==> src/rtl/uart_pkt_rx.sv <==
// uart_pkt_rx: SOF/LEN packet deframer with bit-serial CRC-16/MCRF4XX.
// Ports: clk, rst_n (sync, active low), rx_data/rx_ready byte strobe,
// crc_din/crc_en serial bits, out_data/out_valid/out_last/out_ready
// payload stream, pkt_ok/crc_err/len_err/timeout_err/overrun pulses.
// Optional UART_PKT_RX_STATS_EN adds saturating 8-bit stat_* counters.
module uart_pkt_rx #(
  parameter int          MAXLEN  = 64,
  parameter int          TIMEOUT = 1200,
  parameter logic [7:0]  SOF     = 8'hA5
) (
  input  logic       clk,
  input  logic       rst_n,
  input  logic [7:0] rx_data,
  input  logic       rx_ready,
  input  logic       crc_din,
  input  logic       crc_en,
  output logic [7:0] out_data,
  output logic       out_valid,
  output logic       out_last,
  input  logic       out_ready,
`ifdef UART_PKT_RX_STATS_EN
  output logic [7:0] stat_ok,
  output logic [7:0] stat_crc,
  output logic [7:0] stat_len,
  output logic [7:0] stat_tmo,
  output logic [7:0] stat_ovr,
`endif
  output logic       pkt_ok,
  output logic       crc_err,
  output logic       len_err,
  output logic       timeout_err,
  output logic       overrun
);

  localparam int PW = (MAXLEN > 1) ? $clog2(MAXLEN) : 1;
  localparam int TW = $clog2(TIMEOUT + 1);

  typedef enum logic [2:0] {
    S_HUNT, S_LEN, S_DATA, S_CRCLO, S_CRCHI, S_DRAIN
  } state_t;

  state_t        state, state_n;
  logic [15:0]   crc;
  logic [7:0]    len, wptr, rptr;
  logic [TW-1:0] tcnt;
  logic [7:0]    mem [MAXLEN];

  logic in_frame, tmo_hit;
  logic ok_n, crc_n, len_n, tmo_n, ovr_n;
  logic xfer;

  assign in_frame  = (state == S_LEN) || (state == S_DATA) ||
                     (state == S_CRCLO) || (state == S_CRCHI);
  assign out_valid = (state == S_DRAIN);
  assign out_last  = out_valid && (rptr == len - 8'd1);
  assign out_data  = out_valid ? mem[rptr[PW-1:0]] : 8'h00;
  assign xfer      = out_valid && out_ready;

  always_comb begin
    state_n = state;
    ok_n    = 1'b0;
    crc_n   = 1'b0;
    len_n   = 1'b0;
    tmo_n   = 1'b0;
    ovr_n   = 1'b0;
    tmo_hit = in_frame && !rx_ready &&
              (tcnt == TW'(TIMEOUT - 1));
    unique case (state)
      S_HUNT:
        if (rx_ready && rx_data == SOF) state_n = S_LEN;
      S_LEN:
        if (rx_ready) begin
          if (rx_data == 8'd0 ||
              {1'b0, rx_data} > 9'(MAXLEN)) begin
            len_n   = 1'b1;
            state_n = S_HUNT;
          end else begin
            state_n = S_DATA;
          end
        end
      S_DATA:
        if (rx_ready && wptr == len - 8'd1) state_n = S_CRCLO;
      S_CRCLO:
        if (rx_ready) state_n = S_CRCHI;
      S_CRCHI:
        if (rx_ready) begin
          if (crc == 16'h0000) begin
            ok_n    = 1'b1;
            state_n = S_DRAIN;
          end else begin
            crc_n   = 1'b1;
            state_n = S_HUNT;
          end
        end
      S_DRAIN: begin
        ovr_n = rx_ready;
        if (xfer && out_last) state_n = S_HUNT;
      end
      default: state_n = S_HUNT;
    endcase
    if (tmo_hit) begin
      tmo_n   = 1'b1;
      state_n = S_HUNT;
    end
  end

  always_ff @(posedge clk) begin
    if (!rst_n) begin
      state       <= S_HUNT;
      crc         <= 16'hFFFF;
      len         <= 8'd0;
      wptr        <= 8'd0;
      rptr        <= 8'd0;
      tcnt        <= '0;
      pkt_ok      <= 1'b0;
      crc_err     <= 1'b0;
      len_err     <= 1'b0;
      timeout_err <= 1'b0;
      overrun     <= 1'b0;
    end else begin
      state       <= state_n;
      pkt_ok      <= ok_n;
      crc_err     <= crc_n;
      len_err     <= len_n;
      timeout_err <= tmo_n;
      overrun     <= ovr_n;
      // LEN strobe seeds the CRC; a coincident bit is dropped
      if (rx_ready && state == S_LEN)
        crc <= 16'hFFFF;
      else if (crc_en)
        crc <= {1'b0, crc[15:1]} ^
               ((crc[0] ^ crc_din) ? 16'h8408 : 16'h0000);
      if (rx_ready && state == S_LEN) begin
        len  <= rx_data;
        wptr <= 8'd0;
      end
      if (rx_ready && state == S_DATA)
        wptr <= wptr + 8'd1;
      if (rx_ready && state == S_CRCHI)
        rptr <= 8'd0;
      else if (xfer)
        rptr <= rptr + 8'd1;
      if (rx_ready || !in_frame || tmo_hit)
        tcnt <= '0;
      else
        tcnt <= tcnt + 1'b1;
    end
  end

  always_ff @(posedge clk) begin
    if (rst_n && rx_ready && state == S_DATA)
      mem[wptr[PW-1:0]] <= rx_data;
  end

`ifdef UART_PKT_RX_STATS_EN
  always_ff @(posedge clk) begin
    if (!rst_n) begin
      stat_ok  <= 8'd0;
      stat_crc <= 8'd0;
      stat_len <= 8'd0;
      stat_tmo <= 8'd0;
      stat_ovr <= 8'd0;
    end else begin
      if (pkt_ok && stat_ok != 8'hFF)
        stat_ok <= stat_ok + 8'd1;
      if (crc_err && stat_crc != 8'hFF)
        stat_crc <= stat_crc + 8'd1;
      if (len_err && stat_len != 8'hFF)
        stat_len <= stat_len + 8'd1;
      if (timeout_err && stat_tmo != 8'hFF)
        stat_tmo <= stat_tmo + 8'd1;
      if (overrun && stat_ovr != 8'hFF)
        stat_ovr <= stat_ovr + 8'd1;
    end
  end
`endif

endmodule
==> config.mk <==
export PLATFORM = sky130hd
export DESIGN_NAME = uart_pkt_rx
export DESIGN_NICKNAME = d
export VERILOG_FILES = /design/src/rtl/uart_pkt_rx.sv
export SDC_FILE = /design/constraint.sdc
export NUM_CORES = 1
export LEC_CHECK = 0
export ABC_AREA = 1
export ABC_CLOCK_PERIOD_IN_PS = 2950
export BUFFER_PORTS_ARGS = -buffer_cell sky130_fd_sc_hd__buf_2
export CAP_MARGIN = 20
export CORE_MARGIN = 2
export CORE_UTILIZATION = 40
export DETAILED_ROUTE_END_ITERATION = 12
export GPL_TIMING_DRIVEN = 0
export PLACE_DENSITY_LB_ADDON = 0.12
export REMOVE_ABC_BUFFERS = 1
export SETUP_SLACK_MARGIN = 0.15
export SYNTH_ARGS = -nofsm -noshare
export SYNTH_HDL_FRONTEND = slang
export SYNTH_SLANG_ARGS = --single-unit
==> constraint.sdc <==
create_clock -name clk -period 2.95 [get_ports clk]
set_input_delay 0.7375 -clock clk [delete_from_list [all_inputs] [get_ports clk]]
set_output_delay 0.7375 -clock clk [all_outputs]
set_load 0.05 [all_outputs]
**Word-level counts from Yosys, hierarchy flattened**

Memory sizes are Yosys's and may differ from the RTL's. A register that Yosys moved wholly into a read port is not among the register bits.
Index checks and enable logic that the tools add are counted.

- Memories: 1
- RAM bits: 512
- Output and inout bits: 15
- Bits of input ports: 14
- Logic and storage cells: 88
- Register bits after elaboration: 59

Memory list:

| memory | words | bits a word | read ports | clocked after Yosys merged registers in | write ports | RTL line | RTL |
|---|---|---|---|---|---|---|---|
| mem | 64 | 8 | 1 | 1 | 1 | 46 | `logic [7:0] mem [MAXLEN];` |

- Mux-type cells: 21
- $lt $le $gt $ge: 1
- Bitwise operators: 3
- Add/sub/neg operators: 4
- Reductions and logical operators: 32
- Eq/ne operators: 15

Operators by type and width:

| cell | number |
|---|---|
| 8-bit 2-to-1 mux | 3 |
| 3-bit 2-to-1 mux | 7 |
| 3-bit one-hot mux with 6 select lines | 1 |
| 8-bit by 1-bit adder with 8-bit output (second input constant) | 2 |
| 8-bit == test | 2 |
| 16-bit logical NOT | 1 |
| 16-bit 2-to-1 mux | 1 |
| 15-bit by 16-bit XOR with 16-bit output | 1 |
| 1-bit logical AND | 12 |
| 6-bit 2-to-1 mux | 2 |
| 11-bit by 1-bit adder with 11-bit output (second input constant) | 1 |
| 11-bit == test (second input constant) | 1 |
| 8-bit == test (second input constant) | 1 |
| 8-bit by 7-bit > comparator with 1-bit output (second input constant) | 1 |
| 8-bit logical NOT | 1 |
| 2-bit != test (second input constant) | 4 |
| 2-bit OR reduction | 4 |
| 8-bit by 1-bit subtractor with 8-bit output (second input constant) | 1 |
| 3-bit by 2-bit == test with 1-bit output (second input constant) | 2 |
| 3-bit == test (second input constant) | 2 |
| 1-bit logical OR | 6 |
| 1-bit 2-to-1 mux | 6 |
| 3-bit AND reduction | 2 |
| 6-bit AND reduction | 1 |
| 9 further kinds | 11 |

**Longest topological paths before layout**

- Depth in word-level cells: 8
- Depth in mapped cells: 15

**Worst setup path before layout**

No wires, ideal clock.

- Path kind: register to output
- Start point: register state[2]
- End point: output port out_last
- Data arrival time: 2,879 ps
- Cell stages (with the launch flop): 7
- Required time: 2,213 ps
- Buffers on the path: 0
- Slack: -666 ps
- Cells stage by stage: dfxtp_1 > inv_2 > nor3_4 > nand3_1 > nor2_1 > nand3_1 > nor4_1

- Cells in the longest elaborated chain, start to end: 2

RTL lines:

| what | RTL line | RTL |
|---|---|---|
| start, declared | 42 | `state_t state, state_n;` |
| start signal, assigned | 121 | `state <= state_n;` |
| 3-bit == test | 54 | `assign out_valid = (state == S_DRAIN);` |
| net out_valid | 18 | `output logic out_valid,` |
| 1-bit logical AND | 55 | `assign out_last = out_valid && (rptr == len - 8'd1);` |
| end, declared | 19 | `output logic out_last,` |

The timed path passes the listed nets, and every way through them passes these cells.

==> impl_metrics.yaml <==
floorplanning:
  fp.dieArea_mm2: 0.0603
  io_pins: 29
  coreArea_mm2: 0.0577
  fp-row-count: 88
  initial_core_util_pct: 40.5
  die_w_um: 246
  die_h_um: 246
drt:
  wire_per_inst_um: 25.3
  drtIter0Drc: 1565
  drcViolationCount: 0
  drtPass1Iterations: 6
  wirelength_um: 71400
  drt-vias-per-instance: 5.75
  num_vias: 16205
  ant_nets: 0
layout:
  diodes: 0
  drive_above_1_share_pct: 18.0
  most-common-layout-cells: "512 x edfxtp_1, 336 x nor2_1, 239 x o21ai_0"
  fillers: 5139
  nNetsFinal: 2022
  utilization_pct: 48.8
  mostFrequentLayoutCell: "edfxtp_1"
  area_growth_syn_to_layout_pct: 20.7
logic_synthesis:
  async_flop_share_pct: 0
  syn_area_per_cell_um2: 12.1
  yosys-top-cells-area: "edfxtp_1 66%, nor2_1 6.2%, dfxtp_1 5.6%, o21ai_0 5.5%, o221ai_1 3.5%"
  synth_top_area_share_pct: 65.9
  synth_edf_count: 512
  syn_area_mm2: 0.0233
  ys.flop_type: "edfxtp_1"
  synth.distinct_cells: 43
  synth_seq_cells: 577
  yosys_warnings: 0
  synth_top_area_cell: "edfxtp_1"
  seq_area_frac_synth_pct: 71.4
  syn-instance-count: 1930
flow_run:
  maxCapViolations: 0
worst_setup_path:
  crit_type: "reg2out"
  cp_max_fo: 5
  arrival_ps: 2960
  required_ps: 2210
  critPathLaunchType: "flop"
  worstSetupEndpointType: "primary output"
  ff2ff_path_depth: 3
timing:
  slew_violations: 0
  worst_slack_ps: -751
  skew_ps: 24.8
  clock.fmax_mhz: 270
  final_hold_viol_count: 0
  setup_viol: 9
  max_slew_margin_pct: 31.5
  fin_crit_sh_pct: 125
  rsz0062_at_grt: "yes"
  period_needed_ps: 3700
  worst_pin_slew_ps: 1020
grt:
  grtUsageTotal_pct: 23.4
  grt_pass1_vias: 15305
  grt_max_degree: 51
  grt.overflow.total: 0
  grt_pass1_wl_um: 103000
  antenna_found_initial: 0
pwr:
  p_clk_share_pct: 39.4
  peakVddDrop_uv: 492
  leakage_nw: 9.24
  sw_frac_of_total_pct: 24.4
  intPower_mw: 13.6
  power_frac_seq_pct: 50.3
  p_per_area_mw_per_mm2: 639
  switchingPower_mw: 4.40
  power_frac_comb_pct: 10.3
place:
  hpwlAfterDp_um: 35500
  dp_slack_ps: -1190
  gp_congestion: 0.812
  numPortBuffers: 28
cts:
  root_buffer: "clkbuf_16"
  clk_pin_slew_worst_paths_ps: 60
  clockBufferDepth: 3
  numCtsBuffers: 60
  clk_latency_ps: 640
  cts_max_level: 2
  cts_hold_buf: 0
  numClockSinks: 577
  cts_tree: "built"
min_path:
  worstHoldPathType: "reg2reg"
  whs_path_depth: 1
status:
  violations: "negative setup slack"
  status: "finished, violations left"
-- registers in the layout, indices dropped and copies added, names as in the netlist, named ones only --
| signal | count |
|---|---|
| len_err | 1 |
| state | 3 |
| wptr | 8 |
| crc | 16 |
| timeout_err | 1 |
| rptr | 8 |
| len | 8 |
| overrun | 1 |
| tcnt | 11 |
| pkt_ok | 1 |
| crc_err | 1 |
| mem | 512 |
-- final cells by class --
| cell class | instances | area [um^2] | share of cell area [%] |
|---|---|---|---|
| clock buffer | 89 | 1680 | 5.97 |
| multi-input combinational | 1172 | 6410 | 22.7 |
| timing repair inverter | 9 | 130 | 0.462 |
| timing repair buffer | 119 | 1860 | 6.59 |
| inverter | 65 | 307 | 1.09 |
| sequential | 577 | 16700 | 59.3 |
| tap | 765 | 957 | 3.40 |
| clock inverter | 24 | 136 | 0.484 |
-- metrics by stage --
stage                     hold slack, ps  std cells  TNS (ps)  instance area, um^2  power, mW
final                                448       2820     -5440                28200       18.0
after global routing                 468       2820     -5990                28200       18.6
after CTS                            451       2800     -5590                27600       17.9
after detailed placement             440       2625    -77450                24400       10.6
after global placement               430       2607   -188060                23900       10.6
after floorplan                      418       1814    -51270                22800       10.1
-- power by group through the flow --
stage          combinational (mW)  sequential, mW  clock, mW
3_5_place_dp                 1.36            9.22          0
3_3_place_gp                 1.27            9.29          0
4_1_cts                      1.62            9.06       7.21
2_1_floorplan               0.870            9.25          0
5_1_grt                      2.02            9.08       7.51
6_report                     1.85            9.07       7.10
-- synth_stat cells, types with 7 or more instances --
cell type and count:
dfxtp_1 65, o21ai_1 41, xor2_1 8, nor2_1 388
o22ai_1 37, buf_4 7, nand3_1 138, clkbuf_1 75
inv_1 49, nand2_1 90, buf_2 30, o21ai_0 255
edfxtp_1 512, o221ai_1 92, a21oi_1 38, o211ai_1 22
nor3_1 10, nor2_2 9, inv_2 14
-- cells by family (layout without fill, tap and decap cells) --
family,count (synthesis),count (layout),synth area share [%]
simple gates,665,665,12.2
flops,577,577,71.4
compound gates,495,495,12.7
buf+inv,181,306,3.22
xor+xnor,8,8,0.300
fa+ha+maj,4,4,0.214
-- timing repair --
| action | CTS | global route |
|---|---|---|
| pin swaps | 39 | 43 |
| buffers inserted | 31 | 13 |
| resized for setup | 110 | 114 |
| endpoints found under the setup margin | 9 | 310 |
| cloned | 31 | 7 |
-- routing by layer --
layer	share of wire [%]	vias up	track usage, %
met2	48	583	38.4
li1	-	7340	-
met3	6.2	98	3.31
met4	2.0	0	5.83
met5	0	-	0
met1	44	8184	32.9
-- worst paths after layout --
path	startpoint	end	slack, ps
min	tcnt[0]$_SDFF_PP0_	tcnt[0]$_SDFF_PP0_	450
max	flop	out_data[3]	-750
max reg2reg	wptr[2]$_SDFFE_PN0P_	mem[58][5]$_DFFE_PP_	300
min reg2reg	tcnt[0]$_SDFF_PP0_	tcnt[0]$_SDFF_PP0_	450
-- worst max-delay path, cell delays in order, from the launching register on --
cell and delay (ps):
dfxtp_4 440, buf_12 130, buf_16 140, buf_6 110
buf_12 110, o21ai_2 50, o22ai_1 170, nor2_1 110
o211ai_1 430, nand3_2 220, a21oi_4 210, buf_6 200
Power figures use the tool's default switching activity.
